## src/rtl/led_pkg.sv

```systemverilog
// Shared types and helpers for the LED share arbiter.
package led_pkg;

  typedef enum logic {
    IDLE = 1'b0,
    SHOW = 1'b1
  } state_e;

  localparam int LED_COUNT = 5;
  localparam int MAX_REQ   = 32;

  // Round-robin pick: first set bit searching last+1, last+2, ... modulo nreq.
  // Scanning offsets from high to low lets the smallest offset win. Returns
  // last when nothing is requested.
  function automatic int unsigned rr_pick(input logic [MAX_REQ-1:0] req,
                                          input int unsigned last,
                                          input int unsigned nreq);
    int unsigned pick;
    int unsigned idx;
    pick = last;
    for (int unsigned off = MAX_REQ; off > 0; off--) begin
      if (off <= nreq) begin
        idx = (last + off) % nreq;
        if (req[idx[4:0]]) pick = idx;
      end
    end
    return pick;
  endfunction

endpackage

```

## src/rtl/led_share_arbiter_pwm.sv

```systemverilog
// Brightness gate for the LED bus: free-running counter compared with bright.
// Instantiated only when LED_PWM_DIM_EN is defined.
module led_pwm #(
  parameter int LEDS     = 5,
  parameter int PWM_BITS = 4
) (
  input  logic                clk,
  input  logic                rst_n,
  input  logic [PWM_BITS-1:0] bright,
  input  logic [LEDS-1:0]     led_i,
  output logic [LEDS-1:0]     led_o
);

  logic [PWM_BITS-1:0] pwm_cnt_q;

  always_ff @(posedge clk or negedge rst_n) begin
    if (!rst_n) pwm_cnt_q <= '0;
    else        pwm_cnt_q <= pwm_cnt_q + 1'b1;
  end

  assign led_o = led_i & {LEDS{pwm_cnt_q < bright}};

endmodule

```

## src/rtl/led_share_arbiter.sv

```systemverilog
// Round-robin owner of the user LEDs; each grant holds for 2**HOLD_LOG2 cycles
// or until early release. Optional dimming with macro LED_PWM_DIM_EN.
//   state | meaning
//   IDLE  | LEDs dark, arbitrating among pending requests
//   SHOW  | rr_last_q owns the LEDs, slot timer running
module led_share_arbiter
  import led_pkg::*;
#(
  parameter int NREQ      = 2,
  parameter int LEDS      = LED_COUNT,
  parameter int HOLD_LOG2 = 22,
  parameter int PWM_BITS  = 4
) (
  input  logic                 clk,
  input  logic                 rst_n,
  input  logic [NREQ-1:0]      req,
  input  logic [NREQ*LEDS-1:0] pattern,
`ifdef LED_PWM_DIM_EN
  input  logic [PWM_BITS-1:0]  bright,
`endif
  output logic [NREQ-1:0]      gnt,
  output logic [NREQ-1:0]      done,
  output logic [LEDS-1:0]      led,
  output logic                 busy
);

  localparam int IDX_W = (NREQ > 1) ? $clog2(NREQ) : 1;

  state_e               state_q, state_d;
  logic [IDX_W-1:0]     rr_last_q, rr_last_d;
  logic [HOLD_LOG2-1:0] timer_q, timer_d;
  logic [NREQ-1:0]      gnt_q, gnt_d;
  logic [NREQ-1:0]      done_q, done_d;
  logic [LEDS-1:0]      led_q, led_d;
  logic                 slot_end;

  // Full-length expiry and early release coincide into one end event.
  assign slot_end = (state_q == SHOW) && ((&timer_q) || !req[rr_last_q]);

  always_ff @(posedge clk or negedge rst_n) begin
    if (!rst_n) begin
      state_q   <= IDLE;
      rr_last_q <= IDX_W'(NREQ - 1);
      timer_q   <= '0;
      gnt_q     <= '0;
      done_q    <= '0;
      led_q     <= '0;
    end else begin
      state_q   <= state_d;
      rr_last_q <= rr_last_d;
      timer_q   <= timer_d;
      gnt_q     <= gnt_d;
      done_q    <= done_d;
      led_q     <= led_d;
    end
  end

  always_comb begin
    state_d   = state_q;
    rr_last_d = rr_last_q;
    timer_d   = timer_q;
    case (state_q)
      IDLE: begin
        if (|req) begin
          state_d   = SHOW;
          rr_last_d = IDX_W'(rr_pick(MAX_REQ'(req), 32'(rr_last_q), NREQ));
          timer_d   = '0;
        end
      end
      SHOW: begin
        timer_d = timer_q + 1'b1;
        if (slot_end) state_d = IDLE;
      end
      default: state_d = IDLE;
    endcase
  end

  always_comb begin
    gnt_d  = '0;
    done_d = '0;
    led_d  = '0;
    case (state_q)
      IDLE: begin
        if (|req) gnt_d = {{(NREQ-1){1'b0}}, 1'b1} << rr_last_d;
      end
      SHOW: begin
        if (slot_end) begin
          done_d = {{(NREQ-1){1'b0}}, 1'b1} << rr_last_q;
        end else begin
          gnt_d = gnt_q;
          led_d = pattern[int'(rr_last_q)*LEDS +: LEDS];
        end
      end
      default: ;
    endcase
  end

  assign gnt  = gnt_q;
  assign done = done_q;
  assign busy = |gnt_q;

`ifdef LED_PWM_DIM_EN
  led_pwm #(
    .LEDS     (LEDS),
    .PWM_BITS (PWM_BITS)
  ) u_pwm (
    .clk    (clk),
    .rst_n  (rst_n),
    .bright (bright),
    .led_i  (led_q),
    .led_o  (led)
  );
`else
  assign led = led_q;
`endif

endmodule
```

## config.mk

```make
export PLATFORM = sky130hd
export DESIGN_NAME = led_share_arbiter
export DESIGN_NICKNAME = d
export VERILOG_FILES = /design/src/rtl/led_pkg.sv /design/src/rtl/led_share_arbiter_pwm.sv /design/src/rtl/led_share_arbiter.sv
export SDC_FILE = /design/constraint.sdc
export NUM_CORES = 1
export LEC_CHECK = 0
export BUFFER_PORTS_ARGS = -buffer_cell sky130_fd_sc_hd__buf_4
export CAP_MARGIN = 25
export CELL_PAD_IN_SITES_DETAIL_PLACEMENT = 0
export CELL_PAD_IN_SITES_GLOBAL_PLACEMENT = 1
export CORE_MARGIN = 5
export CORE_UTILIZATION = 34
export CTS_CLUSTER_SIZE = 28
export DETAILED_ROUTE_END_ITERATION = 8
export PLACE_DENSITY_LB_ADDON = 0.2
export SYNTH_ARGS = -nofsm -noshare
export SYNTH_HDL_FRONTEND = slang
export SYNTH_HIERARCHICAL = 1
export SYNTH_SLANG_ARGS = --single-unit
```

## constraint.sdc

```tcl
create_clock -name clk -period 3.7 [get_ports clk]
set_input_delay 0.74 -clock clk [delete_from_list [all_inputs] [get_ports clk]]
set_output_delay 0.74 -clock clk [all_outputs]
set_load 0.1 [all_outputs]
```

==> results list <==
* Outcome: finished clean
- Final non-filler cell total: 226
* Die width: 78.6 um
- Synthesis inferred 33 register bits.
- Htree depth: 2
- For this design the ratio of total power to cell area is 695 nW/um2.
* Final setup violating endpoints: 0
- Largest net degree at the start of global routing: 34
- Total detailed-routing wirelength: 3260 um
* Sort of element at the start of the critical path: flop
- Total standard cell area after synthesis: 1600 um2
- The worst path uses 50.0% of the clock period.
- First-pass GRT wire length: 5490 um
- Across all layers, the routed design uses 1158 vias.
- Once detail routing completed, the nets flagged for antenna violations numbered 0.
- Including well taps, the total number of placed cells is 218.
- Residual overflow from global routing: 0
- In this run the critical register-to-register path is captured at timer_q[19].
- STA classifies the critical path endpoint as a flop.
- In the layout the commonest cells are 32 x dfrtp_1, 24 x buf_4, 21 x nand2_1.
* CTS tree: done
- The via count of the first global-routing pass was 1158.
- Leaving out fill and tap cells, the most frequent cell in the layout is dfrtp_1.
- Number of DRC markers after the initial detailed-route iteration: 51
- In the synthesized netlist, the number of instances is 144.
* Insertion delay of the later-clocked pin in the worst-skew pair: 0.28 ns
- Number of different library cells in the post-synthesis netlist: 34
- The number of endpoints with negative hold slack in the final report was 0.
- Across all register-to-register paths, the minimum setup slack is 1.85 ns.
* Detailed-route DRC error count: 0
- Number of max-slew violations in the final report: 0
- Category of the most critical setup path: reg2reg
- The tightest min-delay check is of the in2async type.
- Across the run, the number of max-cap violations was 0.
- In this run the worst path has a maximum fanout of 18.
* Root Buffer: clkbuf_8
* Number of nets in the final layout: 186
- Clock sink count: 33
- For this design the static power due to leakage is 0.000984 uW.
- Post-cts hold buffer count: 0
- Clock input transition at the sequential cells of the worst setup and hold paths: 0.07 ns
- Global routing used 11.5% of the available tracks across all layers.
- Max clock buf depth: 2
- The total area inside the core boundary comes to 4630 um2.
* Buffers inserted during post-CTS setup optimization: 0
- The first detailed-routing pass ran for 4 iterations.
- Post-detail-place hpwl: 2350 um
- Worst slew margin relative to its limit: 59.3%
- The post-route netlist has 23.3% of its cells at a drive strength greater than 1.
- In this run the critical register-to-register path is launched from state_q.
* Worst VDD drop: 0.418 mV
- Number of top-level pins: 24
- Path depth of the worst reg2reg path: 4
- Derived from the worst setup path, the maximum achievable clock frequency is 0.541 GHz.
- Routed wire length per instance: 14.4 um
* Clock skew after layout: 0.00840 ns
- Buffers placed on the I/O ports in this run total 23.
- Area taken by multi-input logic gates: 734 um2
- Effective utilization at floorplan: 34.5%
* Post-synthesis sequential area ratio: 51.8%
- Avg Vias per Cell: 5.12
- Worst endpoint required time: 3.86 ns
- The die is 78.6 um tall.
- Net count after synthesis: 159
* FF+latch area: 827 um2
- Number of placement rows: 25
* Post-layout min period: 1.85 ns
- Count of filler cells inserted in the layout: 445
- Averaged over all synthesized cells, the footprint is 11.1 um2.
- Slew at the pin closest to its max-slew limit: 0.607 ns
- The number of antenna violations at the first check in global routing is 0.
- Critical path arrival: 2.01 ns
- The die covers 6170 um2.
* RSZ-0062 raised after global routing: no
- Yosys synthesis warning count: 6
- Resized cells post-CTS: 0
* Placer Congestion: 0.764
- Fin Setup TNS: 0 ns
- Area growth from synthesis to layout: 20.8%
- CTS Buf Count: 5
- The repair_antennas step left the layout with diodes totalling 0.
## cell usage after synthesis
library cell / instances / area, um2
dfrtp_1: 32 / 801
nand2_1: 21 / 78.8
mux2i_1: 17 / 170
nand3_1: 9 / 45.0
nor2_1: 9 / 33.8
a22o_1: 8 / 70.1
inv_1: 5 / 18.8
nand4_1: 4 / 25.0
xnor2_1: 4 / 35.0
and3_1: 3 / 18.8
xor2_1: 3 / 26.3
a21oi_1: 2 / 10.0
buf_2: 2 / 10.0
clkbuf_1: 2 / 7.51
nor3_1: 2 / 10.0
nor4_4: 2 / 42.5
o22ai_1: 2 / 12.5
a41o_1: 1 / 10.0
and2_1: 1 / 6.26
and4_1: 1 / 8.76
dfstp_2: 1 / 26.3
ha_1: 1 / 12.5
mux2_1: 1 / 11.3
mux2_2: 1 / 11.3
nand2b_1: 1 / 6.26
nand3_2: 1 / 10.0
nand3_4: 1 / 17.5
nand4_2: 1 / 12.5
nor2b_1: 1 / 6.26
nor3_2: 1 / 10.0
o21bai_1: 1 / 7.51
o22a_1: 1 / 8.76
o311ai_1: 1 / 8.76
o41ai_1: 1 / 8.76
## how the worst max path moves through the flow
| stage | from | to | slack, ns | depth (start not counted) |
|---|---|---|---|---|
| after global routing | state_q | timer_q[19] | 1.67 | 4 |
| after global placement | req[0] | timer_q[10] | 1.50 | 4 |
| after CTS | state_q | timer_q[19] | 1.83 | 4 |
| final | state_q | timer_q[19] | 1.85 | 4 |
| after floorplan | gnt[0] | busy | 1.24 | 2 |
| after detailed placement | req[0] | timer_q[18] | 1.79 | 5 |
## per-stage QoR
step	hold slack (ns)	total power, uW	cell area, um2	utilization, %	setup WS [ns]
finish	0.395	1340	1930	41.7	1.85
global route	0.427	1410	1930	41.7	1.67
CTS	0.406	1360	1930	41.7	1.83
detailed placement	0.471	1060	1830	39.5	1.79
global placement	0.455	1050	1820	39.3	1.50
floorplan	0.437	928	1600	-	1.24
## cell type report
cell class | count | share of cell area, %
sequential | 33 | 42.9
multi-input combinational | 102 | 38.1
timing repair buffer | 24 | 9.34
clock buffer | 7 | 4.99
tap | 54 | 3.50
inverter | 5 | 0.973
clock inverter | 1 | 0.259
## kinds of logic after synthesis
group | count (synthesis) | share of synthesized area [%]
buf+inv | 9 | 2.27
compound gates | 17 | 8.54
xor+xnor | 7 | 3.84
flops | 33 | 51.8
simple gates | 58 | 20.8
mux | 19 | 12.1
fa+ha+maj | 1 | 0.783
## layer usage
metal,vias up,routed length (um),track usage [%]
li1,566,-,-
met1,565,1470,14.4
met2,22,1610,18.2
met4,0,56,5.24
met5,-,0,0
met3,5,130,3.44
## flip-flops by register name, summed over array words and instances, names as in the netlist
| name | count |
|---|---|
| done | 2 |
| gnt | 2 |
| led | 5 |
| rr_last_q | 1 |
| state_q | 1 |
| timer_q | 22 |
## where the power goes
part | total (uW) | switching (uW) | leakage [uW] | internal, uW
clock network | 297 | 129 | 0.0000542 | 168
registers | 499 | 77.5 | 0.000446 | 422
logic | 545 | 404 | 0.000483 | 141
## worst max-delay path, stage by stage, from the launching register on
cell and delay (ns):
dfrtp_1 0.70, nand3_1 0.34, nor4_4 0.37, nand4_1 0.17, mux2i_1 0.14
Note: power is estimated with default switching activity, not from simulation.
